--- src/rtl/dcpu16_alu.sv ---
// dcpu16 execute stage: basic-op ALU producing the result word, the O register and the IFx condition flag.
// Latency: 1 cycle for all ops; DIV takes 32 busy cycles and MOD 16 busy cycles (restoring divider) when b != 0.
// Backpressure: busy holds off issue; ena/pha are ignored while the divider runs.
module dcpu16_alu (
    input  logic        clk,
    input  logic        rst,
    input  logic        ena,
    input  logic        pha,
    input  logic        skp,
    input  logic [3:0]  opc,
    input  logic [15:0] opa,
    input  logic [15:0] opb,
    output logic [15:0] res,
    output logic [15:0] ovf,
    output logic        cnd,
    output logic        vld,
    output logic        busy
);

    localparam logic [3:0] OP_SET = 4'h1;
    localparam logic [3:0] OP_ADD = 4'h2;
    localparam logic [3:0] OP_SUB = 4'h3;
    localparam logic [3:0] OP_MUL = 4'h4;
    localparam logic [3:0] OP_DIV = 4'h5;
    localparam logic [3:0] OP_MOD = 4'h6;
    localparam logic [3:0] OP_SHL = 4'h7;
    localparam logic [3:0] OP_SHR = 4'h8;
    localparam logic [3:0] OP_AND = 4'h9;
    localparam logic [3:0] OP_BOR = 4'hA;
    localparam logic [3:0] OP_XOR = 4'hB;
    localparam logic [3:0] OP_IFE = 4'hC;
    localparam logic [3:0] OP_IFN = 4'hD;
    localparam logic [3:0] OP_IFG = 4'hE;
    localparam logic [3:0] OP_IFB = 4'hF;

    // Issue qualification: a squashed or non-basic op is accepted but has no effect.
    logic issue, live, long_op;
    assign issue   = ena & pha & ~busy;
    assign live    = issue & ~skp & (opc != 4'h0);
    assign long_op = ((opc == OP_DIV) || (opc == OP_MOD)) && (opb != 16'h0);

    // Single-cycle result datapath; defaults keep res/ovf unchanged and cnd set.
    logic [15:0] s_res, s_ovf;
    logic        s_cnd;
    logic [31:0] mul_p, shl_p, shr_p;
    logic [16:0] sum_p, dif_p;
    logic        big_sh;
    always_comb begin
        s_res  = res;
        s_ovf  = ovf;
        s_cnd  = 1'b1;
        mul_p  = {16'h0, opa} * {16'h0, opb};
        shl_p  = {16'h0, opa} << opb[4:0];
        shr_p  = {opa, 16'h0} >> opb[4:0];
        sum_p  = {1'b0, opa} + {1'b0, opb};
        dif_p  = {1'b0, opa} - {1'b0, opb};
        big_sh = |opb[15:5];
        case (opc)
            OP_SET: s_res = opb;
            OP_ADD: begin
                s_res = sum_p[15:0];
                s_ovf = sum_p[16] ? 16'h0001 : 16'h0000;
            end
            OP_SUB: begin
                s_res = dif_p[15:0];
                s_ovf = dif_p[16] ? 16'hFFFF : 16'h0000;
            end
            OP_MUL: begin
                s_res = mul_p[15:0];
                s_ovf = mul_p[31:16];
            end
            // Only reached here with b == 0; nonzero divisors go to the iterative divider.
            OP_DIV: begin
                s_res = 16'h0;
                s_ovf = 16'h0;
            end
            OP_MOD: s_res = 16'h0;
            OP_SHL: begin
                s_res = big_sh ? 16'h0 : shl_p[15:0];
                s_ovf = big_sh ? 16'h0 : shl_p[31:16];
            end
            OP_SHR: begin
                s_res = big_sh ? 16'h0 : shr_p[31:16];
                s_ovf = big_sh ? 16'h0 : shr_p[15:0];
            end
            OP_AND: s_res = opa & opb;
            OP_BOR: s_res = opa | opb;
            OP_XOR: s_res = opa ^ opb;
            OP_IFE: begin
                s_res = opa;
                s_cnd = (opa == opb);
            end
            OP_IFN: begin
                s_res = opa;
                s_cnd = (opa != opb);
            end
            OP_IFG: begin
                s_res = opa;
                s_cnd = (opa > opb);
            end
            OP_IFB: begin
                s_res = opa;
                s_cnd = ((opa & opb) != 16'h0);
            end
            default: ;
        endcase
    end

    // Divider state: dvd shifts the dividend out at the top while quotient bits enter at the bottom.
    logic [31:0] dvd;
    logic [15:0] dvs;
    logic [15:0] rem;
    logic [4:0]  cnt;
    logic        mod_op;

    // One restoring step: shift in the next dividend bit, subtract the divisor if it fits.
    logic [16:0] shf, sub;
    logic        ge;
    logic [15:0] rem_n;
    logic [31:0] dvd_n;
    always_comb begin
        shf   = {rem, dvd[31]};
        sub   = shf - {1'b0, dvs};
        ge    = (shf >= {1'b0, dvs});
        rem_n = ge ? sub[15:0] : shf[15:0];
        dvd_n = {dvd[30:0], ge};
    end

    // Result registers, divider sequencing and the one-cycle vld pulse.
    always_ff @(posedge clk or negedge rst) begin
        if (!rst) begin
            res    <= 16'h0;
            ovf    <= 16'h0;
            cnd    <= 1'b1;
            vld    <= 1'b0;
            busy   <= 1'b0;
            dvd    <= 32'h0;
            dvs    <= 16'h0;
            rem    <= 16'h0;
            cnt    <= 5'h0;
            mod_op <= 1'b0;
        end else begin
            vld <= 1'b0;
            if (busy) begin
                dvd <= dvd_n;
                rem <= rem_n;
                cnt <= cnt - 5'd1;
                if (cnt == 5'd0) begin
                    busy <= 1'b0;
                    vld  <= 1'b1;
                    if (mod_op) begin
                        res <= rem_n;
                    end else begin
                        res <= dvd_n[31:16];
                        ovf <= dvd_n[15:0];
                    end
                end
            end else if (live) begin
                cnd <= s_cnd;
                if (long_op) begin
                    busy   <= 1'b1;
                    dvd    <= {opa, 16'h0};
                    dvs    <= opb;
                    rem    <= 16'h0;
                    cnt    <= (opc == OP_DIV) ? 5'd31 : 5'd15;
                    mod_op <= (opc == OP_MOD);
                end else begin
                    res <= s_res;
                    ovf <= s_ovf;
                    vld <= 1'b1;
                end
            end
        end
    end

endmodule

--- config.mk ---
export PLATFORM = sky130hd
export DESIGN_NAME = dcpu16_alu
export DESIGN_NICKNAME = d
export VERILOG_FILES = /design/src/rtl/dcpu16_alu.sv
export SDC_FILE = /design/constraint.sdc
export NUM_CORES = 1
export LEC_CHECK = 0
export ABC_AREA = 1
export BUFFER_PORTS_ARGS = -buffer_cell sky130_fd_sc_hd__buf_2
export CORE_MARGIN = 2
export CORE_UTILIZATION = 30
export DETAILED_ROUTE_END_ITERATION = 6
export PLACE_DENSITY_LB_ADDON = 0.15
export SYNTH_ARGS = -nofsm -noshare
export SYNTH_HDL_FRONTEND = slang
export SYNTH_SLANG_ARGS = --single-unit
--- constraint.sdc ---
create_clock -name clk -period 5.8 [get_ports clk]
set_clock_uncertainty 0.05 [all_clocks]
set_input_delay 0.87 -clock clk [delete_from_list [all_inputs] [get_ports clk]]
set_output_delay 0.87 -clock clk [all_outputs]
set_load 0.02 [all_outputs]
==> results.py <==
metrics = {
    "outcome": {
        "outcome": "finished with violations",
        "violations": "DRC, setup timing",
    },
    "final_layout": {
        "layout.nets": 3742,
        "final-instance-count-excl-fill": 4211,
        "synthToLayoutAreaGrowth_pct": 23.2,
        "multi_input_comb_area_mm2": 0.0157,
        "seq_area_mm2": 0.00263,
        "count_of_fill_cells_added_during_filler_insertion": 7371,
        "mostFrequentLayoutCells": "883 x nand2_1, 560 x inv_1, 267 x nand3_1",
        "final_core_occ_pct": 37.3,
        "layout-drive-gt1-share_pct": 20.1,
        "final_common_cell": "nand2_1",
        "antennaDiodeCount": 0,
    },
    "floorplan": {
        "boundaryPins": 76,
        "dieHeight_um": 264,
        "design.die.area_mm2": 0.0698,
        "rows": 95,
        "core_area_mm2": 0.0672,
        "die-width_um": 264,
        "initial_core_util_pct": 30.2,
    },
    "global_route": {
        "grt-ovfl-total": 0,
        "grt_start_max_net_pins": 53,
        "first_global_vias": 20600,
        "wire_length_of_the_first_global_routing_pass_um": 130000,
        "initial_antenna_violation_count": 0,
        "grt_use_total_pct": 24.5,
    },
    "cts": {
        "clk_pin_slew_ns": 0.09,
        "clk_latency_ns": 0.40,
        "cts_tree": "built",
        "htreeDepth": 3,
        "cts_inserted_buffers": 9,
        "ctsHoldBuffers": 0,
        "cts_root_buf": "clkbuf_16",
        "clock-sinks": 105,
        "cts.path.max_buffers": 2,
    },
    "synth": {
        "ys_top_cells_by_area": "fa_1 19%, nand2_1 18%, dfrtp_1 13%",
        "netlist_instances": 3136,
        "synth_fp_nets": 3545,
        "ys.flop_type": "dfrtp_1",
        "synth_sequential_area_ratio_pct": 12.9,
        "synth_cell_types": 54,
        "syn-cell-area_mm2": 0.0203,
        "yosysTopAreaCellShare_pct": 19.4,
        "post-synth-top-area-cell": "fa_1",
        "share_of_synthesized_registers_carrying_an_async_set_or_reset_pct": 100,
        "post_synth.cell_area_avg_um2": 6.48,
        "postSynthRegisterBits": 105,
        "synth_edf_count": 0,
        "synth-warning-count": 0,
    },
    "routing": {
        "initialDrtViolationCount": 1771,
        "drt-total-wl_um": 86200,
        "dr_total_vias": 20900,
        "remaining_drc_errors": 11,
        "drt_first_pass_iters": 7,
        "wl_per_cell_um": 20.5,
        "viasPerCell": 4.95,
        "ant_nets": 0,
    },
    "critical_path": {
        "critPathMostFrequentCell": "fa_1",
        "critPathCaptureType": "register",
        "worst_ep_required_time_ns": 6.03,
        "cp_slowest_cell": "fa_1",
        "path_max_fanout": 5,
        "timing.reg2reg.worst_path_depth": 7,
        "r2r_slack_ns": 2.50,
        "worstSetupStartpoint": "opb[2]",
        "timing.critical_path.from_type": "input port",
        "crit_reg_reg_startpoint": "busy",
        "peak_per_stage_delay_on_the_critical_path_ns": 0.55,
        "cp.arrival_ns": 6.11,
        "crit_type": "input port to register",
    },
    "sta": {
        "fin_crit_sh_pct": 101,
        "timing_max_transition_violations_final": 0,
        "fin_crit_ns": 5.88,
        "rsz_0062_raised_after_global_routing": "yes",
        "setup_viol_count_final": 5,
        "fmax_mhz": 170,
        "setup_slack_ns": -0.0772,
        "max_slew.worst_pin.slew_ns": 0.926,
        "timing.max_slew.rel_slack_pct": 38.0,
        "final-hold-violation-count": 0,
    },
    "placed_design": {
        "dp_hpwl_um": 70000,
        "place.gp.congestion": 0.975,
        "port_buffers": 75,
        "place_inst": 4163,
    },
    "flow_run": {
        "max_cap_violations": 0,
    },
    "power_and_ir_drop": {
        "max_rail_drop_vdd_mv": 0.792,
        "power_density_mw_per_mm2": 721,
        "power_leakage_nw": 13.6,
    },
    "min_path": {
        "min-delay-path-class": "input port to asynchronous set/reset pin",
    },
}
what timing repair did:
action	4_1_cts	5_1_grt
resized for setup	81	314
setup buffers	10	22
pin swaps	23	156
endpoints found under the setup margin	22	24
cloned	0	4
kinds of logic after synthesis:
kind of cell	after synthesis	synth area share [%]
simple gates	1556	32.5
fa+ha+maj	368	29.9
compound gates	324	8.83
xor+xnor	17	0.733
flops	105	12.9
buf+inv	766	15.1
worst max-delay path: cells and delay by family:
kind | cells | cell delay (ns)
AOI/OAI and AO/OA | 3 | 0.36
buffers and inverters | 10 | 0.90
adders and majority gates | 7 | 3.36
and+or+nand+nor | 8 | 0.63
path summary, 6_finish.rpt:
path | end
setup / recovery | ovf[6]
hold / removal | res[11]
setup reg to reg | rem[8]
hold reg to reg | cnt[0]
max in group asynchronous | busy
min in group clk | cnt[0]
per-stage QoR:
| stage | setup slack (ns) | area, um2 | power, mW | setup TNS, ns | hold WS (ns) |
|---|---|---|---|---|---|
| after floorplan | -0.00169 | 20600 | 9.12 | -0.00169 | 0.393 |
| after global placement | -0.672 | 23100 | 14.3 | -12.62 | 0.405 |
| after detailed placement | -0.688 | 23100 | 14.2 | -12.52 | 0.411 |
| after CTS | 0.00754 | 23700 | 15.5 | 0 | 0.309 |
| after global routing | -0.228 | 25000 | 19.8 | -3.02 | 0.321 |
| final | -0.0772 | 25000 | 18.1 | -0.148 | 0.308 |
where the power goes:
part | switching (mW) | internal [mW] | leakage [nW] | total [mW]
Clock | 0.353 | 0.305 | 0.144 | 0.658
Combinational | 9.45 | 6.72 | 12.2 | 16.2
Sequential | 0.190 | 1.03 | 1.31 | 1.22
Total | 10.0 | 8.06 | 13.6 | 18.1
layer usage:
metal	track usage (%)	vias up	share of wire, %
met4	7.99	0	3.8
met3	2.74	116	5.1
met2	39.0	606	45
li1	-	10100	-
met5	0	-	0
met1	34.6	10100	46
area by class of cell:
type / instances / share of cell area [%]
inverters: 626 / 9.46
clock inverters: 7 / 0.285
clock buffers: 9 / 0.900
flip-flops and latches: 105 / 10.5
repair buffers: 326 / 11.7
well taps: 873 / 4.36
multi-input cells: 2265 / 62.7
state kept, by name (all words and copies together) (netlist names):
signal and cells:
vld 1, dvd 32, cnt 5, busy 1, dvs 16, ovf 16
cnd 1, res 16, mod_op 1, rem 16
cell usage after synthesis, types with 4 or more instances:
| library cell | instances |
|---|---|
| nand2_1 | 981 |
| inv_1 | 609 |
| nand3_1 | 293 |
| fa_1 | 197 |
| ha_1 | 171 |
| nor2_1 | 159 |
| a21oi_1 | 130 |
| o21ai_0 | 112 |
| dfrtp_1 | 104 |
| clkbuf_1 | 66 |
| buf_2 | 45 |
| nand4_1 | 44 |
| o22ai_1 | 27 |
| nor3_1 | 15 |
| xor2_1 | 15 |
| o221ai_1 | 13 |
| buf_6 | 11 |
| o211ai_1 | 11 |
| nand3b_1 | 10 |
| buf_4 | 9 |
| nand2_2 | 9 |
| o21ai_1 | 9 |
| buf_1 | 8 |
| inv_2 | 8 |
| o21bai_1 | 7 |
| or2_2 | 7 |
| nor2_2 | 6 |
| nor4_1 | 6 |
| and2_1 | 5 |
| nor2_4 | 5 |
| a21o_1 | 4 |
| clkinv_1 | 4 |
(Power assumes the default switching activity.)
